<file path="src/rtl/mgmt_multitimer.sv">
// mgmt_multitimer: NCHAN independent counter/timer channels behind a single-cycle CSR port.
//
// Each channel has a WIDTH-bit VALUE counter with a RELOAD register, a PRE_W-bit prescaler,
// up/down counting, one-shot or periodic mode and a maskable pending interrupt.
//
// Ports:
//   sys_clk    - single clock
//   sys_rst    - asynchronous, active-high reset
//   csr_adr    - word address {chan, reg[2:0]}
//   csr_we     - write strobe, one cycle per write
//   csr_dat_w  - write data (truncated to WIDTH / PRE_W)
//   csr_dat_r  - registered read data for the address presented one cycle earlier
//   tick_o     - per-channel one-cycle pulse, high the cycle after a terminal event
//   irq        - OR over channels of (pending & irq_en)
//
// Register map per channel:
//   0 LOAD     write sets VALUE immediately; reads return the live VALUE
//   1 RELOAD
//   2 CTRL     bit0 en, bit1 periodic, bit2 up, bit3 irq_en, bits[8 +: PRE_W] prescale
//   3 VALUE    read-only live count
//   4 PENDING  bit0, write-1-to-clear
//   5..7       reserved, read 0
module mgmt_multitimer #(
  parameter int unsigned NCHAN = 4,
  parameter int unsigned WIDTH = 32,
  parameter int unsigned PRE_W = 8
) (
  input  logic                       sys_clk,
  input  logic                       sys_rst,
  input  logic [$clog2(NCHAN)+2:0]   csr_adr,
  input  logic                       csr_we,
  input  logic [31:0]                csr_dat_w,
  output logic [31:0]                csr_dat_r,
  output logic [NCHAN-1:0]           tick_o,
  output logic                       irq
);

  localparam int unsigned CW = (NCHAN > 1) ? $clog2(NCHAN) : 1;

  localparam logic [2:0] RegLoad    = 3'd0;
  localparam logic [2:0] RegReload  = 3'd1;
  localparam logic [2:0] RegCtrl    = 3'd2;
  localparam logic [2:0] RegValue   = 3'd3;
  localparam logic [2:0] RegPending = 3'd4;

  logic [2:0]       reg_sel;
  logic [CW-1:0]    chan_sel;
  logic             chan_ok;
  logic [31:0]      chan_word [NCHAN];
  logic [NCHAN-1:0] irq_vec;
  logic [31:0]      rdata;

  // Address decode; chan_ok guards against non-power-of-two channel counts.
  always_comb begin
    reg_sel  = csr_adr[2:0];
    chan_sel = CW'(csr_adr >> 3);
    chan_ok  = (32'(chan_sel) < NCHAN);
  end

  for (genvar c = 0; c < NCHAN; c++) begin : g_chan
    logic [WIDTH-1:0] value_q;
    logic [WIDTH-1:0] reload_q;
    logic [PRE_W-1:0] pre_cfg_q;
    logic [PRE_W-1:0] pre_cnt_q;
    logic             en_q;
    logic             periodic_q;
    logic             up_q;
    logic             irq_en_q;
    logic             pending_q;
    logic             tick_q;

    logic             sel;
    logic             load_we;
    logic             reload_we;
    logic             ctrl_we;
    logic             pend_we;
    logic             tick_int;
    logic             terminal;
    logic             step;
    logic             fire;
    logic [31:0]      word;

    always_comb begin
      sel       = csr_we && chan_ok && (chan_sel == CW'(c));
      load_we   = sel && (reg_sel == RegLoad);
      reload_we = sel && (reg_sel == RegReload);
      ctrl_we   = sel && (reg_sel == RegCtrl);
      pend_we   = sel && (reg_sel == RegPending);
      tick_int  = en_q && (pre_cnt_q == pre_cfg_q);
      terminal  = up_q ? (value_q == reload_q) : (value_q == '0);
      // A LOAD or CTRL write in the same cycle swallows the prescaler tick.
      step      = tick_int && !load_we && !ctrl_we;
      fire      = step && terminal;
    end

    always_ff @(posedge sys_clk or posedge sys_rst) begin
      if (sys_rst) begin
        value_q    <= '0;
        reload_q   <= '0;
        pre_cfg_q  <= '0;
        pre_cnt_q  <= '0;
        en_q       <= 1'b0;
        periodic_q <= 1'b0;
        up_q       <= 1'b0;
        irq_en_q   <= 1'b0;
        pending_q  <= 1'b0;
        tick_q     <= 1'b0;
      end else begin
        tick_q <= fire;

        if (ctrl_we || !en_q || tick_int) begin
          pre_cnt_q <= '0;
        end else begin
          pre_cnt_q <= pre_cnt_q + PRE_W'(1);
        end

        if (reload_we) begin
          reload_q <= csr_dat_w[WIDTH-1:0];
        end

        if (load_we) begin
          value_q <= csr_dat_w[WIDTH-1:0];
        end else if (step) begin
          if (terminal) begin
            // One-shot holds the terminal value.
            if (periodic_q) value_q <= up_q ? '0 : reload_q;
          end else if (up_q) begin
            value_q <= value_q + WIDTH'(1);
          end else begin
            value_q <= value_q - WIDTH'(1);
          end
        end

        // A CTRL write always wins over the one-shot self-disable.
        if (ctrl_we) begin
          en_q       <= csr_dat_w[0];
          periodic_q <= csr_dat_w[1];
          up_q       <= csr_dat_w[2];
          irq_en_q   <= csr_dat_w[3];
          pre_cfg_q  <= csr_dat_w[8 +: PRE_W];
        end else if (fire && !periodic_q) begin
          en_q <= 1'b0;
        end

        // A new event beats a simultaneous clear.
        if (fire) begin
          pending_q <= 1'b1;
        end else if (pend_we && csr_dat_w[0]) begin
          pending_q <= 1'b0;
        end
      end
    end

    always_comb begin
      word = '0;
      case (reg_sel)
        RegLoad, RegValue: word = 32'(value_q);
        RegReload:         word = 32'(reload_q);
        RegCtrl: begin
          word[8 +: PRE_W] = pre_cfg_q;
          word[3:0]        = {irq_en_q, up_q, periodic_q, en_q};
        end
        RegPending:        word[0] = pending_q;
        default:           word = '0;
      endcase
    end

    assign chan_word[c] = word;
    assign irq_vec[c]   = pending_q && irq_en_q;
    assign tick_o[c]    = tick_q;
  end

  always_comb begin
    rdata = '0;
    if (chan_ok) rdata = chan_word[chan_sel];
  end

  always_ff @(posedge sys_clk or posedge sys_rst) begin
    if (sys_rst) begin
      csr_dat_r <= '0;
    end else begin
      csr_dat_r <= rdata;
    end
  end

  assign irq = |irq_vec;

endmodule

</file>
<file path="config.mk">
export PLATFORM = sky130hd
export DESIGN_NAME = mgmt_multitimer
export DESIGN_NICKNAME = d
export VERILOG_FILES = /design/src/rtl/mgmt_multitimer.sv
export SDC_FILE = /design/constraint.sdc
export NUM_CORES = 1
export LEC_CHECK = 0
export CORE_MARGIN = 2
export CORE_UTILIZATION = 56
export CTS_BUF_LIST = sky130_fd_sc_hd__clkbuf_4
export DETAILED_ROUTE_END_ITERATION = 16
export DONT_BUFFER_PORTS = 1
export HOLD_SLACK_MARGIN = 0.02
export PLACE_DENSITY = 0.74
export SYNTH_ARGS = -nofsm -noshare
export SYNTH_HDL_FRONTEND = slang
export SYNTH_SLANG_ARGS = --single-unit
</file>
<file path="constraint.sdc">
create_clock -name sys_clk -period 23.3 [get_ports sys_clk]
set_clock_uncertainty 0.1 [all_clocks]
set_input_delay 1.165 -clock sys_clk [delete_from_list [all_inputs] [get_ports sys_clk]]
set_output_delay 1.165 -clock sys_clk [all_outputs]
set_load 0.01 [all_outputs]
</file>
After elaboration in Yosys (flattened, before gate mapping)

Index checks and enable logic that the tools add are counted.
W data, S select, Z words.

Flip-flop bits (word level): 376
Input bits: 40
Output and inout port bits: 37
Word-level logic and storage cells: 241

Add/subtract/negate cells: 12
$lt $le $gt $ge: 1
Equality and inequality tests: 19
Multiplexer cells: 71
Bitwise gates (word level): 1
Reductions and logical operators: 96

Operators by type and width:

| kind                    | count |
|---|---|
| $mux W32                | 26 |
| $add A32 B1 Y32 const B | 4 |
| $eq A32 B32 Y1          | 4 |
| $logic_not A32 Y1       | 4 |
| $pmux W16 S2            | 4 |
| $sub A32 B1 Y32 const B | 4 |
| $pmux W8 S3             | 4 |
| $bmux W32 S2            | 1 |
| $logic_and A1 B1 Y1     | 48 |
| $pmux W3 S3             | 4 |
| $add A8 B1 Y8 const B   | 4 |
| $eq A8 B8 Y1            | 4 |
| $mux W8                 | 4 |
| $pmux W4 S2             | 4 |
| $reduce_bool A2 Y1      | 12 |
| $mux W1                 | 20 |
| $logic_not A1 Y1        | 16 |
| $pmux W1 S4             | 4 |
| $ne A3 B3 Y1 const B    | 4 |
| $logic_or A1 B1 Y1      | 8 |
| $reduce_and A2 Y1       | 4 |
| $eq A3 B2 Y1 const B    | 2 |
| $eq A2 B2 Y1 const B    | 2 |
| $reduce_or A4 Y1        | 1 |
| other kinds (8)         | 8 |

Logic depth before layout (Yosys ltp)

Depth in word-level cells: 10
Depth in mapped cells: 15
Mapped depth without buffers: 12

Worst setup path after synthesis

No wires, ideal clock.

Path kind: reg-to-reg
From: register g_chan[3].up_q
To: register g_chan[3].value_q[28]
Library setup time: 120 ps
Arrival: 3836 ps
Data required time: 23080 ps
Setup slack: 19244 ps
Stages on the path, launching flop included: 14
Period minus slack after synthesis: 4056 ps
Path through: dfrtp_1 > inv_1 > clkbuf_1 > ha_1 > nor2b_1 > o2111ai_1 > a21boi_1 > o31ai_2 > a21oi_1 > o41a_1 > a2111oi_0 > nor3_1 > mux2i_1 > nor2_1

Cells in the longest elaborated chain, start to end: 5

Ends and longest elaborated chain:

| item                   | line | text |
|---|---|---|
| from (decl)            | 67   | `logic up_q;` |
| from (signal assigned) | 138  | `up_q <= csr_dat_w[2];` |
| $mux W32 (2 in a row)  | 126  | `if (periodic_q) value_q <= up_q ? '0 : reload_q;` |
| $mux W32               | 124  | `if (terminal) begin` |
| $mux W32               | 123  | `end else if (step) begin` |
| $mux W32               | 121  | `if (load_we) begin` |
| to (signal assigned)   | 122  | `value_q <= csr_dat_w[WIDTH-1:0];` |
| to (signal assigned)   | 126  |  |
| to (signal assigned)   | 128  | `value_q <= value_q + WIDTH'(1);` |
| to (decl)              | 61   | `logic [WIDTH-1:0] value_q;` |

Several ways; a longest one is shown, not always the timed one. The select of a mux whose other input is x is not followed.
A chain may end at the register's enable or synchronous reset.

Final worst setup path

Same ends and word-level chain as after synthesis.

==> results.py <==
metrics = {
    "setup_path": {
        "worstPathMaxFanout": 36,
        "arrival_ns": 5.15,
        "critPathRequiredTime_ns": 23.95,
        "worstPathCellList": "inv_1 > buf_4 > ha_1 > nor2b_1 > o2111ai_1 > a21boi_1 > o31ai_2 > a21oi_1 > o41a_1 > a2111oi_0 > nor3_1 > mux2i_1 > nor2_1",
        "end_kind": "flop",
        "slowest_delay_ns": 0.52,
        "worst-setup-path-type": "flop to flop",
        "startpoint_type": "flop",
        "cpMaxStageDelayCell": "o41a_1",
    },
    "pwr": {
        "pwr-share-seq": 0.330,
        "pwr-share-comb": 0.510,
        "power_density_nw_per_um2": 132,
        "p_leak_nw": 12.3,
        "peakVddDrop_uv": 69.7,
        "p_sw_mw": 1.79,
        "clkPwrFrac": 0.161,
        "sw_frac_of_total": 0.476,
        "finalPower_mw": 3.76,
        "p_int_mw": 1.97,
    },
    "yosys": {
        "synth_nets": 3134,
        "ys.flop_type": "dfrtp_1",
        "synth-seq-area-share": 0.350,
        "synthCells": 2966,
        "syn_area_sq_um": 26900,
        "synthTopCellsByArea": "dfrtp_1, mux2_2, ha_1",
        "synth_common_cells": "dfrtp_1, a21oi_1, o21ai_0, nand2_1, nor2_1",
        "ys.warnings.count": 0,
        "synth_cell_types": 86,
        "synth_most_common_cell": "dfrtp_1",
        "synth-async-reset-ratio": 1.00,
        "synth_top_area_share": 0.350,
        "yosys.area.top_type": "dfrtp_1",
        "syn_avg_cell_area_sq_um": 9.06,
        "ys_ff_latch": 376,
        "synth_edf_count": 0,
    },
    "routing": {
        "antenna_left": 0,
        "first_pass_iters": 6,
        "drt_wl_total_mm": 104,
        "wl_per_cell_microns": 28.8,
        "detail_route.iter0.violations": 3565,
        "drc": 0,
        "via_count": 25900,
        "viasPerCell": 7.16,
    },
    "timing": {
        "final.period_utilization": 0.193,
        "finalHoldViolCount": 0,
        "slew_violations": 0,
        "slew_headroom": 0.170,
        "min_period_ns": 4.50,
        "setup_viol_count_final": 0,
        "rsz0062_at_grt": "no",
        "fin_setup_tns_ns": 0,
        "tightest_slew_ns": 1.25,
        "fmax_mhz": 222,
    },
    "placement": {
        "io_buffers": 0,
        "placed_cell_area_sq_um": 27300,
        "placed_cells_incl_taps": 3433,
        "dpl.hpwl_mm": 73.5,
        "gp_congestion": 1.03,
    },
    "hold_path": {
        "hold_path.class": "input port to async pin",
    },
    "floorplanning": {
        "die_x_microns": 223,
        "floorplan.initialDensity": 0.565,
        "io_pins": 77,
        "fp-row-count": 80,
        "core_area_sq_um": 47500,
        "die_h_microns": 223,
        "die_area_sq_um": 49800,
    },
    "run": {
        "max_cap_violations": 0,
    },
    "global_routing": {
        "grt_overflow_total": 0,
        "grt_pass1_wl_mm": 155,
        "grt_max_degree": 114,
        "antenna_found_initial": 4,
        "grt_pass1_vias": 24700,
        "grt_util_all_layers": 0.416,
    },
    "cts": {
        "htreeDepth": 3,
        "root_buffer": "clkbuf_4",
        "numClockSinks": 376,
        "path_clk_slew_ns": 0.08,
        "postCtsHoldBufs": 0,
        "post_cts_resized": 0,
        "numCtsBuffers": 103,
        "clk_latency_ns": 0.93,
        "cts_tree": "yes",
        "clockBufferDepth": 3,
        "postCtsSetupRepairBufs": 0,
    },
    "layout": {
        "syn_to_final_growth_pct": 6.22,
        "fin_area_sq_um": 28500,
        "finalNonFillerCells": 3619,
        "ff_latch_area_sq_um": 9410,
        "utilization": 0.600,
        "n_fill_cell": 4118,
        "final_nets": 3091,
        "drive_gt1_frac": 0.136,
        "multi_input_area_sq_um": 16600,
    },
    "run_status": {
        "status": "completed",
    },
}
-- path summary, 6_finish.rpt --
check	start	end	slack, ns	cells past startpoint
hold reg to reg	g_chan[3].pending_q	g_chan[3].pending_q	0.44	2
setup / recovery	g_chan[3].up_q	g_chan[3].value_q[28]	18.80	13
setup reg to reg	g_chan[3].up_q	g_chan[3].value_q[28]	18.80	13
min in group sys_clk	csr_adr[2]	csr_dat_r[10]	0.25	1
max in group asynchronous	sys_rst	g_chan[1].reload_q[9]	20.39	3
hold / removal	sys_rst	g_chan[3].value_q[6]	0.15	1
-- routing by layer --
metal / track usage / up-vias / share of wire
met3: 0.110 / 441 / 0.12
met4: 0.293 / 0 / 0.078
met2: 0.623 / 1821 / 0.43
met5: 0 / - / 0
li1: - / 11100 / -
met1: 0.525 / 12500 / 0.37
-- registers in the layout, summed over array words and instances, names as in the netlist --
name	count
g_chan.value_q	128
g_chan.pre_cnt_q	32
g_chan.tick_q	4
g_chan.en_q	4
g_chan.up_q	4
g_chan.reload_q	128
csr_dat_r	32
g_chan.irq_en_q	4
g_chan.pre_cfg_q	32
g_chan.pending_q	4
g_chan.periodic_q	4
-- final cells by class --
| class | instances | area share |
|---|---|---|
| tap | 615 | 0.0270 |
| multi-input combinational | 2346 | 0.581 |
| inverter | 61 | 0.00829 |
| clock buffer | 148 | 0.0389 |
| clock inverter | 34 | 0.00587 |
| antenna | 4 | 0.000351 |
| sequential | 376 | 0.330 |
| timing repair buffer | 35 | 0.00921 |
-- cell usage in the layout, fill, tap and decap left out, types with 9 or more instances in the layout --
cell / n
o31ai_1: 18
nand4_1: 46
mux2_2: 165
xor2_1: 107
clkbuf_4: 148
a31oi_1: 34
nand3b_1: 9
or3b_1: 10
o21ai_1: 11
o21bai_1: 14
and3_1: 38
a211oi_1: 59
o21ai_0: 203
nand2b_1: 31
a21o_1: 79
nor3b_1: 14
inv_1: 60
or3_1: 12
o211ai_1: 13
nor2_1: 182
xnor2_1: 162
a22oi_1: 77
nor2b_1: 31
a221o_1: 16
nor3_1: 51
nand3_1: 73
mux2i_1: 20
a221oi_1: 69
nor4_1: 49
ha_1: 124
a21oi_1: 222
o22ai_1: 24
o21a_1: 26
a32oi_1: 9
nand2_1: 198
buf_4: 35
clkinv_1: 24
dfrtp_1: 376
-- power groups by stage --
| stage | combinational [mW] | clock [mW] | sequential (mW) |
|---|---|---|---|
| 5_1_grt | 2.10 | 0.643 | 1.24 |
| 3_3_place_gp | 1.81 | 0 | 1.22 |
| 4_1_cts | 1.87 | 0.607 | 1.21 |
| 2_1_floorplan | 1.50 | 0 | 1.02 |
| 6_report | 1.91 | 0.604 | 1.24 |
| 3_5_place_dp | 1.86 | 0 | 1.22 |
-- worst max-delay path: cells and delay by family, from the launching register on --
| kind | cells | cell delay (ns) |
|---|---|---|
| simple gates | 3 | 0.35 |
| mux | 1 | 0.18 |
| fa+ha+maj | 1 | 0.35 |
| flops | 1 | 0.46 |
| buf+inv | 2 | 0.90 |
| compound gates | 6 | 2.01 |
-- through the flow --
step	worst slack (ns)	hold WS (ns)
2_1_floorplan	11.59	0.385
3_3_place_gp	18.89	0.435
3_5_place_dp	18.78	0.430
4_1_cts	18.92	0.139
5_1_grt	18.54	0.211
6_report	18.80	0.152
-- logic make-up (layout without fill, tap and decap cells) --
| group | after synthesis | in the layout | share of synthesized area |
|---|---|---|---|
| simple gates | 778 | 778 | 0.142 |
| buf+inv | 244 | 278 | 0.0359 |
| fa+ha+maj | 128 | 128 | 0.0607 |
| xor+xnor | 269 | 269 | 0.0877 |
| mux | 185 | 185 | 0.0766 |
| other cells | 0 | 4 | 0 |
| flops | 376 | 376 | 0.350 |
| compound gates | 986 | 986 | 0.247 |
(Power assumes the default switching activity.)
